**config.mk**
```make
export PLATFORM = sky130hd
export DESIGN_NAME = ft600_tx_arbiter
export DESIGN_NICKNAME = d
export VERILOG_FILES = /design/src/rtl/ft600_tx_arbiter.sv
export SDC_FILE = /design/constraint.sdc
export NUM_CORES = 1
export LEC_CHECK = 0
export BUFFER_PORTS_ARGS = -buffer_cell sky130_fd_sc_hd__buf_2
export CAP_MARGIN = 40
export CORE_MARGIN = 2
export CORE_UTILIZATION = 37
export CTS_CLUSTER_DIAMETER = 150
export CTS_CLUSTER_SIZE = 16
export DETAILED_ROUTE_END_ITERATION = 12
export GPL_TIMING_DRIVEN = 1
export SETUP_SLACK_MARGIN = 0.05
export SLEW_MARGIN = 20
export SYNTH_ARGS = -nofsm -noshare
export SYNTH_HDL_FRONTEND = slang
export SYNTH_SLANG_ARGS = --single-unit
export TNS_END_PERCENT = 20
```
**constraint.sdc**
```tcl
create_clock -name clk -period 5.9 [get_ports clk]
set_input_delay 0.59 -clock clk [delete_from_list [all_inputs] [get_ports clk]]
set_output_delay 0.59 -clock clk [all_outputs]
set_load 0.01 [all_outputs]
```
**src/rtl/ft600_tx_arbiter.sv**
```systemverilog
// ft600_tx_arbiter: round-robin arbiter framing per-channel bursts onto the FT600 TX path
module ft600_tx_arbiter #(
    parameter int NUM_CH    = 4,
    parameter int MAX_BURST = 256,
    parameter int HEADER_EN = 1
) (
    input  logic                 clk,
    input  logic                 rst_n,
    input  logic                 en,
    input  logic [NUM_CH-1:0]    src_valid,
    input  logic [NUM_CH*16-1:0] src_data,
    input  logic [NUM_CH-1:0]    src_last,
    output logic [NUM_CH-1:0]    src_ready,
    output logic                 tx_en,
    output logic [15:0]          tx_data,
    input  logic                 tx_full,
    output logic [NUM_CH-1:0]    grant,
    output logic                 busy,
    output logic [31:0]          word_cnt
);
    typedef enum logic [1:0] {IDLE, HDR, DATA} state_t;

    state_t            state_q, state_d;
    logic [NUM_CH-1:0] grant_q, grant_d, cont_q, cont_d;
    logic [3:0]        gidx_q, gidx_d, rr_ptr_q, rr_ptr_d;
    logic [15:0]       beat_cnt_q, beat_cnt_d;
    logic [31:0]       word_cnt_q;
    logic              found;
    logic [3:0]        pick;
    logic [4:0]        cand;
    logic [15:0]       sel_data;
    logic              sel_valid, sel_last, sel_cont, beat, burst_end;

    // First valid channel after the last owner, wrapping around
    always_comb begin
        found = 1'b0;
        pick  = '0;
        cand  = '0;
        for (int k = 1; k <= NUM_CH; k++) begin
            cand = 5'(rr_ptr_q) + 5'(k);
            if (cand >= 5'(NUM_CH)) cand = cand - 5'(NUM_CH);
            for (int c = 0; c < NUM_CH; c++)
                if (!found && cand == 5'(c) && src_valid[c]) begin
                    found = 1'b1;
                    pick  = 4'(c);
                end
        end
    end

    // Data word of the current owner
    always_comb begin
        sel_data = '0;
        for (int c = 0; c < NUM_CH; c++)
            if (grant_q[c]) sel_data = src_data[16*c +: 16];
    end

    assign sel_valid = |(src_valid & grant_q);
    assign sel_last  = |(src_last & grant_q);
    assign sel_cont  = |(cont_q & grant_q);
    assign beat      = state_q == DATA && sel_valid && !tx_full;
    assign burst_end = beat && (sel_last || beat_cnt_q == 16'(MAX_BURST - 1));
    assign tx_en     = (state_q == HDR && !tx_full) || beat;
    assign tx_data   = state_q == HDR ? {8'hA5, sel_cont, 3'b000, gidx_q} : sel_data;
    assign src_ready = (state_q == DATA && !tx_full) ? grant_q : '0;
    assign grant     = grant_q;
    assign busy      = state_q != IDLE;
    assign word_cnt  = word_cnt_q;

    // Grant on idle, header then data beats, release at last word or burst cap
    always_comb begin
        state_d    = state_q;
        grant_d    = grant_q;
        gidx_d     = gidx_q;
        rr_ptr_d   = rr_ptr_q;
        cont_d     = cont_q;
        beat_cnt_d = beat_cnt_q;
        case (state_q)
            IDLE: if (en && found) begin
                state_d    = HEADER_EN != 0 ? HDR : DATA;
                grant_d    = NUM_CH'(1) << pick;
                gidx_d     = pick;
                beat_cnt_d = '0;
            end
            HDR: if (!tx_full) state_d = DATA;
            DATA: if (burst_end) begin
                cont_d   = (cont_q & ~grant_q) | (sel_last ? '0 : grant_q);
                rr_ptr_d = gidx_q;
                grant_d  = '0;
                state_d  = IDLE;
            end else if (beat) beat_cnt_d = beat_cnt_q + 16'd1;
            default: state_d = IDLE;
        endcase
    end

    // State registers, cleared asynchronously
    always_ff @(posedge clk or negedge rst_n) begin
        if (!rst_n) begin
            state_q    <= IDLE;
            grant_q    <= '0;
            gidx_q     <= '0;
            rr_ptr_q   <= 4'(NUM_CH - 1);
            cont_q     <= '0;
            beat_cnt_q <= '0;
            word_cnt_q <= '0;
        end else begin
            state_q    <= state_d;
            grant_q    <= grant_d;
            gidx_q     <= gidx_d;
            rr_ptr_q   <= rr_ptr_d;
            cont_q     <= cont_d;
            beat_cnt_q <= beat_cnt_d;
            word_cnt_q <= word_cnt_q + 32'(tx_en);
        end
    end
endmodule

```
==> flow_summary.ini <==
[sta]
period_needed_ns = 3.27
setup-tns-final_ns = 0
setup_viol = 0
fmax_ghz = 0.306
final_max_slew_viol_count = 0
rsz0062_at_grt = no
finalCritPeriodShare_pct = 55.4
max_slew_margin_pct = 47.1
tightest_slew_ns = 0.794
hold_viol = 0
fin_skew_ns = 0.00840

[yosys]
synthCells = 385
synthesis.area_um2 = 3560
synth_seq_cells = 62
synth-main-ff-cell = dfrtp_1
async_reset_ff_share_pct = 100
ys_types = 55
synth_area_leaders = dfrtp_1, xnor2_1, nand2_1
yosys.area.top_type_share_pct = 42.2
avgSynthCellArea_um2 = 9.25
yosysSeqAreaShare_pct = 43.7
netlist.top_cell.by_area = dfrtp_1
synth_nets = 464
synth-edff-count = 0
yosysWarnings = 0

[status]
status = finished clean

[power]
power.leakage_nw = 2.18
ir_drop_v = 0.000121
p_per_area_nw_per_um2 = 347
total_power_mw = 1.57

[die]
rows = 35
ioPinCount = 134
die_area_um2 = 10400
die_w_um = 102
initial_core_util_pct = 38.3
die_h_um = 102
core-area_um2 = 9280

[critical_path]
cp.required_ns = 6.16
crit_arrival_ns = 3.53
critPathSlowestCell = dfrtp_1
critical_path.top_delay_family = simple AND/OR/NAND/NOR gates
crit_start = grant[1]
critical_path.max_fanout = 24
end_kind = flip-flop
crit_path_start_kind = flip-flop
crit_type = flip-flop to flip-flop
reg2reg_depth = 10
cpPeakStageDelay_ns = 0.86
path_cells = a22oi_1 -> a21boi_1 -> o21bai_1 -> ha_1 -> ha_1 -> inv_1 -> nor4_1 -> nand2_1 -> nor2_1 -> xor2_1
rrSetupSlack_ns = 2.63
critical_path_buf_inv_count = 1
cp_common_cell = ha_1
reg2reg_to = word_cnt[30]
timing.rr.start = grant[1]

[layout]
diodes = 0
post_route_cells_drive_above_1_share_pct = 33.4
syn2layout_area_growth_pct = 27.5
layout.nets = 596

[place]
portBuffers = 133
dp_hpwl_um = 6920
gp_congestion = 0.808

[global_routing]
antenna_found_initial = 0
grt.overflow.total = 0
grt_pass1_wl_um = 15700
grt_pass1_vias = 3220
track_usage_pct = 18.8
grt_start_max_net_pins = 63

[clock_tree]
cts_tree = built
path_clk_slew_ns = 0.07
numCtsBuffers = 9
root_buffer = clkbuf_8
cts_buffer_depth = 2
postCtsSetupBuffers = 0
cts_resized = 0
cts_hold_buf = 0
htreeDepth = 3
clock_latency_ns = 0.33
cts.sinks = 62

[run]
maxCapViolations = 0

[routing]
firstDrtPassIters = 5
via_count = 3426
detail-route-antenna-nets = 0
drc = 0
vias_per_cell = 5.27
wire_per_inst_um = 14.6
drt_iter0_markers = 173
drt-total-wl_um = 9500

[worst_hold_path]
hold_path_class = input pin to asynchronous set/reset pin
[synthesized netlist by cell type, types with 2 or more instances]
master / n
or2_2: 2
o21ai_0: 11
a22oi_1: 8
mux2_2: 6
and4_1: 3
a221oi_1: 13
o31ai_1: 7
nor2_1: 23
and3_2: 2
clkbuf_1: 16
xor2_1: 9
and3_1: 4
ha_1: 3
or4_1: 4
dfstp_2: 2
nor4_1: 5
inv_1: 10
o22ai_1: 2
a21boi_0: 2
nand2b_1: 3
xnor2_1: 22
dfrtp_1: 60
nand3_1: 18
and2_1: 6
a21oi_1: 22
buf_2: 3
nand4_1: 13
a31oi_1: 2
nor3_1: 16
nand2_1: 43
o211ai_1: 6
nor2b_1: 15
or3_1: 2
[final cells by class]
class,count,area (um^2)
clock buffer,10,128
fill,943,4750
timing repair buffer,140,734
multi-input combinational,294,1900
clock inverter,5,27.5
tap,129,161
sequential,62,1550
inverter,10,37.5
[cell usage in the layout (no fill, tap or decap), types with 4 or more instances in the layout]
cell,netlist,layout
a21oi_1,22,22
a221oi_1,13,13
a22oi_1,8,8
and2_1,6,6
and3_1,4,4
buf_2,3,133
buf_4,0,5
clkbuf_8,0,9
clkinv_2,0,4
dfrtp_1,60,60
inv_1,10,10
mux2_2,6,6
nand2_1,43,43
nand3_1,18,18
nand4_1,13,13
nor2_1,23,23
nor2b_1,15,14
nor3_1,16,16
nor4_1,5,5
o211ai_1,6,6
o21ai_0,11,11
o31ai_1,7,7
or4_1,4,4
xnor2_1,22,22
xor2_1,9,9
[stage by stage]
stage | hold slack [ns] | utilization, % | std cells | area [um^2] | setup WS, ns
floorplan | 0.294 | - | 385 | 3560 | 3.15
global placement | 0.464 | 46.8 | 633 | 4350 | 2.55
detailed placement | 0.473 | 47.0 | 634 | 4360 | 2.61
CTS | 0.450 | 48.7 | 649 | 4520 | 2.60
global route | 0.238 | 48.9 | 650 | 4540 | 2.10
finish | 0.223 | 48.9 | 650 | 4540 | 2.63
[how the worst max path moves through the flow]
stage / cells past startpoint / endpoint
floorplan: 10 / word_cnt[30]
global placement: 10 / word_cnt[30]
detailed placement: 10 / word_cnt[30]
CTS: 10 / word_cnt[30]
global route: 10 / word_cnt[30]
finish: 10 / word_cnt[30]
[kinds of logic after synthesis]
| family | after synthesis | synth area share, % |
|---|---|---|
| flip-flops | 62 | 43.7 |
| buffers and inverters | 29 | 3.16 |
| multiplexers | 7 | 2.18 |
| XOR/XNOR | 31 | 7.63 |
| AND/OR/NAND/NOR | 167 | 25.1 |
| AO/OA/AOI/OAI | 86 | 17.2 |
| adder cells (fa/ha/maj) | 3 | 1.05 |
[power by group]
group          internal [mW]  switching [mW]  total (mW)
Sequential             0.494           0.103       0.597
Combinational          0.285           0.383       0.668
Clock                  0.147           0.162       0.309
Total                  0.926           0.647        1.57
[state kept, by name, summed over array words and instances, names as in the netlist, named ones only]
register,flops
gidx_q,2
beat_cnt_q,16
rr_ptr_q,2
state_q,2
grant,4
word_cnt,32
[metal layers]
metal  routed length [um]  global-route usage, %
met5                    0                      0
met4                   85                   4.41
met3                  467                   4.79
met2                 4530                   29.5
met1                 4420                   26.3
(Power assumes the default switching activity.)
